**src/rtl/ct_f_spsram_arb_ctrl.sv**
```systemverilog
// Round-robin access controller sharing one 1024x92 single-port SRAM between two requesters.
// Define CT_F_SPSRAM_ARB_INIT_EN to zero the whole array after reset before any grant.
module ct_f_spsram_arb_ctrl #(
    parameter int unsigned ADDR_WIDTH = 10,
    parameter int unsigned BANK_WIDTH = 23,
    parameter int unsigned BANK_NUM   = 4,
    localparam int unsigned DATA_WIDTH = BANK_WIDTH * BANK_NUM
) (
    input  logic                  CLK,
    input  logic                  RST,
    input  logic                  req0_vld,
    output logic                  req0_rdy,
    input  logic                  req0_wr,
    input  logic [ADDR_WIDTH-1:0] req0_addr,
    input  logic [DATA_WIDTH-1:0] req0_wdata,
    input  logic [BANK_NUM-1:0]   req0_bwen,
    output logic                  rsp0_vld,
    output logic [DATA_WIDTH-1:0] rsp0_rdata,
    input  logic                  req1_vld,
    output logic                  req1_rdy,
    input  logic                  req1_wr,
    input  logic [ADDR_WIDTH-1:0] req1_addr,
    input  logic [DATA_WIDTH-1:0] req1_wdata,
    input  logic [BANK_NUM-1:0]   req1_bwen,
    output logic                  rsp1_vld,
    output logic [DATA_WIDTH-1:0] rsp1_rdata,
    output logic                  init_done,
    output logic [ADDR_WIDTH-1:0] sram_a,
    output logic                  sram_cen,
    output logic                  sram_gwen,
    output logic [DATA_WIDTH-1:0] sram_wen,
    output logic [DATA_WIDTH-1:0] sram_d,
    input  logic [DATA_WIDTH-1:0] sram_q
);

    logic                  in_init;
    logic                  run;
    logic                  gnt0;
    logic                  gnt1;
    logic                  g_wr;
    logic [ADDR_WIDTH-1:0] g_addr;
    logic [DATA_WIDTH-1:0] g_wdata;
    logic [BANK_NUM-1:0]   g_bwen;
    logic                  rr_q, rr_d;
    logic                  rsp0_vld_q, rsp0_vld_d;
    logic                  rsp1_vld_q, rsp1_vld_d;
    logic [ADDR_WIDTH-1:0] a_q, a_d;
    logic [DATA_WIDTH-1:0] d_q, d_d;

`ifdef CT_F_SPSRAM_ARB_INIT_EN
    localparam logic [0:0] ST_INIT = 1'b0;
    localparam logic [0:0] ST_RUN  = 1'b1;

    logic [0:0]            state_q, state_d;
    logic [ADDR_WIDTH-1:0] cnt_q, cnt_d;

    // Zero sweep walks every address once, then hands over to normal operation.
    always_comb begin
        state_d = state_q;
        cnt_d   = cnt_q;
        if (state_q == ST_INIT) begin
            cnt_d = cnt_q + ADDR_WIDTH'(1);
            if (&cnt_q) begin
                state_d = ST_RUN;
            end
        end
    end

    always_ff @(posedge CLK or posedge RST) begin
        if (RST) begin
            state_q <= ST_INIT;
            cnt_q   <= '0;
        end else begin
            state_q <= state_d;
            cnt_q   <= cnt_d;
        end
    end

    assign in_init = ~RST & (state_q == ST_INIT);
    assign run     = ~RST & (state_q == ST_RUN);
`else
    assign in_init = 1'b0;
    assign run     = ~RST;
`endif

    // rr_q = 1 means requester 1 is favoured on a tie.
    assign gnt0 = run & req0_vld & (~req1_vld | ~rr_q);
    assign gnt1 = run & req1_vld & (~req0_vld | rr_q);

    assign g_wr    = gnt1 ? req1_wr    : req0_wr;
    assign g_addr  = gnt1 ? req1_addr  : req0_addr;
    assign g_wdata = gnt1 ? req1_wdata : req0_wdata;
    assign g_bwen  = gnt1 ? req1_bwen  : req0_bwen;

    // SRAM drive; address and data hold their last value when idle.
    always_comb begin
        sram_cen  = 1'b1;
        sram_gwen = 1'b1;
        sram_wen  = '1;
        a_d       = a_q;
        d_d       = d_q;
        if (in_init) begin
            sram_cen  = 1'b0;
            sram_gwen = 1'b0;
            sram_wen  = '0;
`ifdef CT_F_SPSRAM_ARB_INIT_EN
            a_d       = cnt_q;
`endif
            d_d       = '0;
        end else if (gnt0 | gnt1) begin
            sram_cen = 1'b0;
            a_d      = g_addr;
            d_d      = g_wdata;
            if (g_wr) begin
                sram_gwen = ~(|g_bwen);
                for (int b = 0; b < int'(BANK_NUM); b++) begin
                    sram_wen[b*BANK_WIDTH +: BANK_WIDTH] = {BANK_WIDTH{~g_bwen[b]}};
                end
            end
        end
    end

    always_comb begin
        rr_d       = rr_q;
        rsp0_vld_d = gnt0 & ~req0_wr;
        rsp1_vld_d = gnt1 & ~req1_wr;
        if (gnt0) begin
            rr_d = 1'b1;
        end else if (gnt1) begin
            rr_d = 1'b0;
        end
    end

    always_ff @(posedge CLK or posedge RST) begin
        if (RST) begin
            rr_q       <= 1'b0;
            rsp0_vld_q <= 1'b0;
            rsp1_vld_q <= 1'b0;
            a_q        <= '0;
            d_q        <= '0;
        end else begin
            rr_q       <= rr_d;
            rsp0_vld_q <= rsp0_vld_d;
            rsp1_vld_q <= rsp1_vld_d;
            a_q        <= a_d;
            d_q        <= d_d;
        end
    end

    assign req0_rdy   = gnt0;
    assign req1_rdy   = gnt1;
    assign rsp0_vld   = rsp0_vld_q;
    assign rsp1_vld   = rsp1_vld_q;
    assign rsp0_rdata = sram_q;
    assign rsp1_rdata = sram_q;
    assign init_done  = run;
    assign sram_a     = a_d;
    assign sram_d     = d_d;

endmodule
```
**config.mk**
```make
export PLATFORM = sky130hd
export DESIGN_NAME = ct_f_spsram_arb_ctrl
export DESIGN_NICKNAME = d
export VERILOG_FILES = /design/src/rtl/ct_f_spsram_arb_ctrl.sv
export SDC_FILE = /design/constraint.sdc
export NUM_CORES = 1
export LEC_CHECK = 0
export ABC_AREA = 1
export ABC_CLOCK_PERIOD_IN_PS = 6900
export BUFFER_PORTS_ARGS = -buffer_cell sky130_fd_sc_hd__buf_2
export CAP_MARGIN = 20
export CORE_AREA = 2 2 273 275
export CTS_CLUSTER_SIZE = 10
export DETAILED_ROUTE_END_ITERATION = 12
export DIE_AREA = 0 0 275 277
export GPL_ROUTABILITY_DRIVEN = 0
export PLACE_DENSITY = 0.3
export REMOVE_ABC_BUFFERS = 1
export SLEW_MARGIN = 20
export SYNTH_ARGS = -nofsm -noshare
export SYNTH_HDL_FRONTEND = slang
export SYNTH_SLANG_ARGS = --single-unit
```
**constraint.sdc**
```tcl
create_clock -name CLK -period 6.9 [get_ports CLK]
set_clock_uncertainty 0.05 [all_clocks]
set_input_delay 1.035 -clock CLK [delete_from_list [all_inputs] [get_ports CLK]]
set_output_delay 1.035 -clock CLK [all_outputs]
set_load 0.05 [all_outputs]
```
## Word level (Yosys, flattened, before mapping)

Index checks and enable logic that the tools add are counted.

| cells by class | value |
|---|---|
| shift operators | 0 |
| div/mod/pow operators | 0 |
| $add $sub $neg | 0 |
| reductions and logical operators | 2 |
| bitwise logic cells | 20 |
| multipliers | 0 |
| equal/unequal tests | 0 |
| muxes and demuxes | 13 |
| $lt $le $gt $ge | 0 |

Operator list:

| kind | count |
|---|---|
| $mux 92 | 4 |
| $mux 10 | 2 |
| $not 1->1 | 11 |
| $and 1x1->1 | 6 |
| $mux 1 | 6 |
| $mux 4 | 1 |
| $reduce_or 4->1 | 1 |
| $or 1x1->1 | 3 |
| $reduce_bool 2->1 | 1 |

| storage, ports and cells | value |
|---|---|
| memories | 0 |
| output and inout bits | 385 |
| RAM bits | 0 |
| register bits | 105 |
| latch bits | 0 |
| memory bits (read-only) | 0 |

## Longest topological paths before layout

| logic depth | value |
|---|---|
| depth after elaboration | 8 |
| gate-level depth with buffers | 10 |
| gate-level depth less buffers | 8 |

## Least setup slack after synthesis

OpenSTA, ideal clock, no wires.

| timing path | value |
|---|---|
| path kind | input to output |
| from | input port RST |
| to | output port sram_wen[10] |
| data required time | 5,815 ps |
| cell stages on the path | 9 |
| setup slack | 193 ps |
| buffers on the path | 1 |
| data arrival time | 5,622 ps |
| cell sequence | inv_1 -> nand3_2 -> inv_1 -> nand2_1 -> nand2_1 -> nand2_1 -> inv_1 -> nand2_1 -> buf_4 |

RTL lines:

| item | line | source |
|---|---|---|
| from (decl) | 10 | `input logic RST,` |
| $not 1->1 | 83 | `assign run = ~RST;` |
| $and 1x1->1 (2 in series) | 87 | `assign gnt0 = run & req0_vld & (~req1_vld \| ~rr_q);` |
| net req0_rdy | 12 | `output logic req0_rdy,` |
| $or 1x1->1 | 110 | `end else if (gnt0 \| gnt1) begin` |
| $mux 92 | 110 |  |
| to (decl) | 31 | `output logic [DATA_WIDTH-1:0] sram_wen,` |

The timed path passes the listed nets, and every way through them passes these cells.

## Worst setup path in the final report

| timing path | value |
|---|---|
| from | input port RST |
| to | output port sram_d[31] |

| on the way | value |
|---|---|
| word-level cells in the longest chain between the ends | 5 |

Ends and longest elaborated chain:

| item | line | source |
|---|---|---|
| $not 1->1 (*) | 83 |  |
| $and 1x1->1, on equally long branches (2 in series) | 88, 87 |  |
| $mux 92 / $or 1x1->1 (equally long branches) | 92, 110 |  |
| $mux 92 (*) | 110 |  |
| to (decl) | 32 | `output logic [DATA_WIDTH-1:0] sram_d,` |

Every way passes the cells marked *; elsewhere a longest branch is shown, timed or not.

==> out/qor.csv <==
metric,value,unit
I/O Pins,695,
cell count of the worst reg-to-reg path,7,
Initial DRT Pass Iterations,5,
unique cell type count in the Yosys netlist,16,
CTS tree,built,
Initial Util,0.0939,
Detailed Route Iter0 Violations,551,
synthesized cell area,6910,um2
postcts setup bufs,0,
Post-Route WL,48.1,mm
worst hold path class,register to register,
Final ANT Viol Nets,0,
# clock sinks,105,
combinational power share,0.463,
fin nets,1298,
Worst-Skew Late Latency,410,ps
Sequential Power Share,0.312,
Remaining DRCs,0,
Hold Path Depth,2,
status,"finished, final reports clean",
n_diodes,0,
Max-slew headroom,0.328,
CP Capture Type,output port,
switching power,0.00124,W
hpwl dp,37.7,mm
Area contributors post-synth,"dfrtp_1 38%, buf_4 30%, nand2_1 12%",
Finished Core Util,0.112,
clock share of power,0.225,
fin crit share,0.704,
Synth top area share,0.380,
overall power,0.00246,W
Chip Width,275,um
Hold Fails Final Rpt,0,
fin. max-slew vios,0,
Core Region,73600,um2
CTS root buf,clkbuf_16,
MaxCap Viol Count,0,
grt total ovfl,0,
Gate Count Post-Synth,870,
crit path DAT,3770,ps
DR WL/cell,24.5,um
Final setup viols,0,
"CTS clk-pin slew, worst paths",80,ps
All-Layer GR Usage,0.122,
sequential-to-total area share from yosys stat,0.380,
Synthesis Warnings,0,
port bufs,418,
mean number of vias per cell,3.41,
Slew @ Worst Pin,1010,ps
Net Sw Frac,0.502,
peak fanout along the critical path,77,
Avg Inst Size Synth,7.94,um2
DP Area,7980,um2
VDD IR max,0.0000933,V
Critical Path Start Type,input pin,
Syn-to-layout area delta,19.5,%
number of buffers created by CTS,9,
initial antenna violation count,1,
PwrDens,298,nW/um2
min cycle time layout,4860,ps
# hold bufs at CTS,0,
first-pass GRT wire length,61.7,mm
pin count of the biggest net entering global routing,98,
Leakage,3.72,nW
internal power,0.00122,W
Seq cells post-synth,105,
# rows,100,
die area,76200,um2
die height,277,um
FILL cells,8623,
final instance area,8260,um2
Crit Path Category,input pin to output port,
Fmax,0.206,GHz
cts repair resizes,0,
# H-tree levels,3,
Final Instance Count excl. Fillers,1962,
number of global-route vias before repair,6298,
dpl cells,1946,
Max clock buf depth,2,
Synth area leader,dfrtp_1,
unrepaired setup endpoints after global routing,false,
CP required,5810,ps
vias,6699,
share of post-route cells with drive strength above 1,0.452,
## cells by family after synthesis
family | count (synthesis) | synth area share
DFF | 105 | 0.380
AOI/OAI and AO/OA | 103 | 0.0930
and+or+nand+nor | 337 | 0.187
buffers and inverters | 325 | 0.340
## worst paths after layout
kind | startpoint | to | slack [ps]
worst max-delay path | RST | sram_d[31] | 2040
worst min-delay path | d_q[58] | d_q[58] | 500
worst max register to register | rr_q | a_q[4] | 4150
worst min register to register | d_q[58] | d_q[58] | 500
max in group asynchronous | RST | d_q[29] | 5160
min in group asynchronous | RST | rr_q | 590
## worst max-delay path, cell delays in order
cell and delay (ps):
buf_2 150, nor2_4 190, nand2_4 370, inv_4 810, buf_4 460, nand2_1 100, a31oi_1 220, buf_2 340
## sequential cells by signal (all words and copies together), names as in the netlist
register  flops
rsp1_vld      1
rsp0_vld      1
a_q          10
d_q          92
rr_q          1
## Yosys cell counts, drive strengths merged
cell type	n
nand3	5
nor2	106
dfrtp	105
clkbuf	11
inv	8
o21ai	1
or2	1
a31oi	102
buf	306
nand2	225
## metal layers
layer  global-route usage  share of wire  vias up
met2                0.140           0.34      775
li1                     -              -     2752
met3                0.146           0.24       56
met4               0.0376          0.016       15
met5                0.116          0.023        -
met1                0.127           0.38     3101
## layout by cell type, fill, tap and decap left out, types with 2 or more instances in the layout
| master | instances |
|---|---|
| clkinv_2 | 2 |
| inv_1 | 5 |
| clkinvlp_4 | 2 |
| nor2_1 | 105 |
| clkbuf_16 | 9 |
| nand3_1 | 4 |
| inv_6 | 3 |
| dfrtp_1 | 105 |
| a31oi_1 | 102 |
| buf_2 | 418 |
| buf_4 | 5 |
| nand2_1 | 222 |
## stage by stage
step	setup TNS, ps	setup WS [ps]	hold WS [ps]
2_1_floorplan	-618000	-5130	481
3_3_place_gp	0	1930	485
3_5_place_dp	0	1860	488
6_report	0	2040	499
5_1_grt	0	1690	522
4_1_cts	0	1850	501
## cell type report
cell class / count / area [um2] / share of cell area
flip-flops and latches: 105 / 2630 / 0.318
repair buffers: 424 / 2150 / 0.260
multi-input cells: 440 / 1960 / 0.237
well taps: 969 / 1210 / 0.147
clock buffers: 9 / 225 / 0.0273
clock inverters: 7 / 53.8 / 0.00651
inverters: 8 / 37.5 / 0.00454
## power by group through the flow
stage / sequential (W) / clock, W / combinational [W]
after floorplan: 0.000778 / 0 / 0.000816
after global placement: 0.000779 / 0 / 0.00116
after detailed placement: 0.000781 / 0 / 0.00115
after CTS: 0.000770 / 0.000596 / 0.00115
after global routing: 0.000781 / 0.000616 / 0.00121
final: 0.000768 / 0.000553 / 0.00114
(Power assumes the default switching activity.)
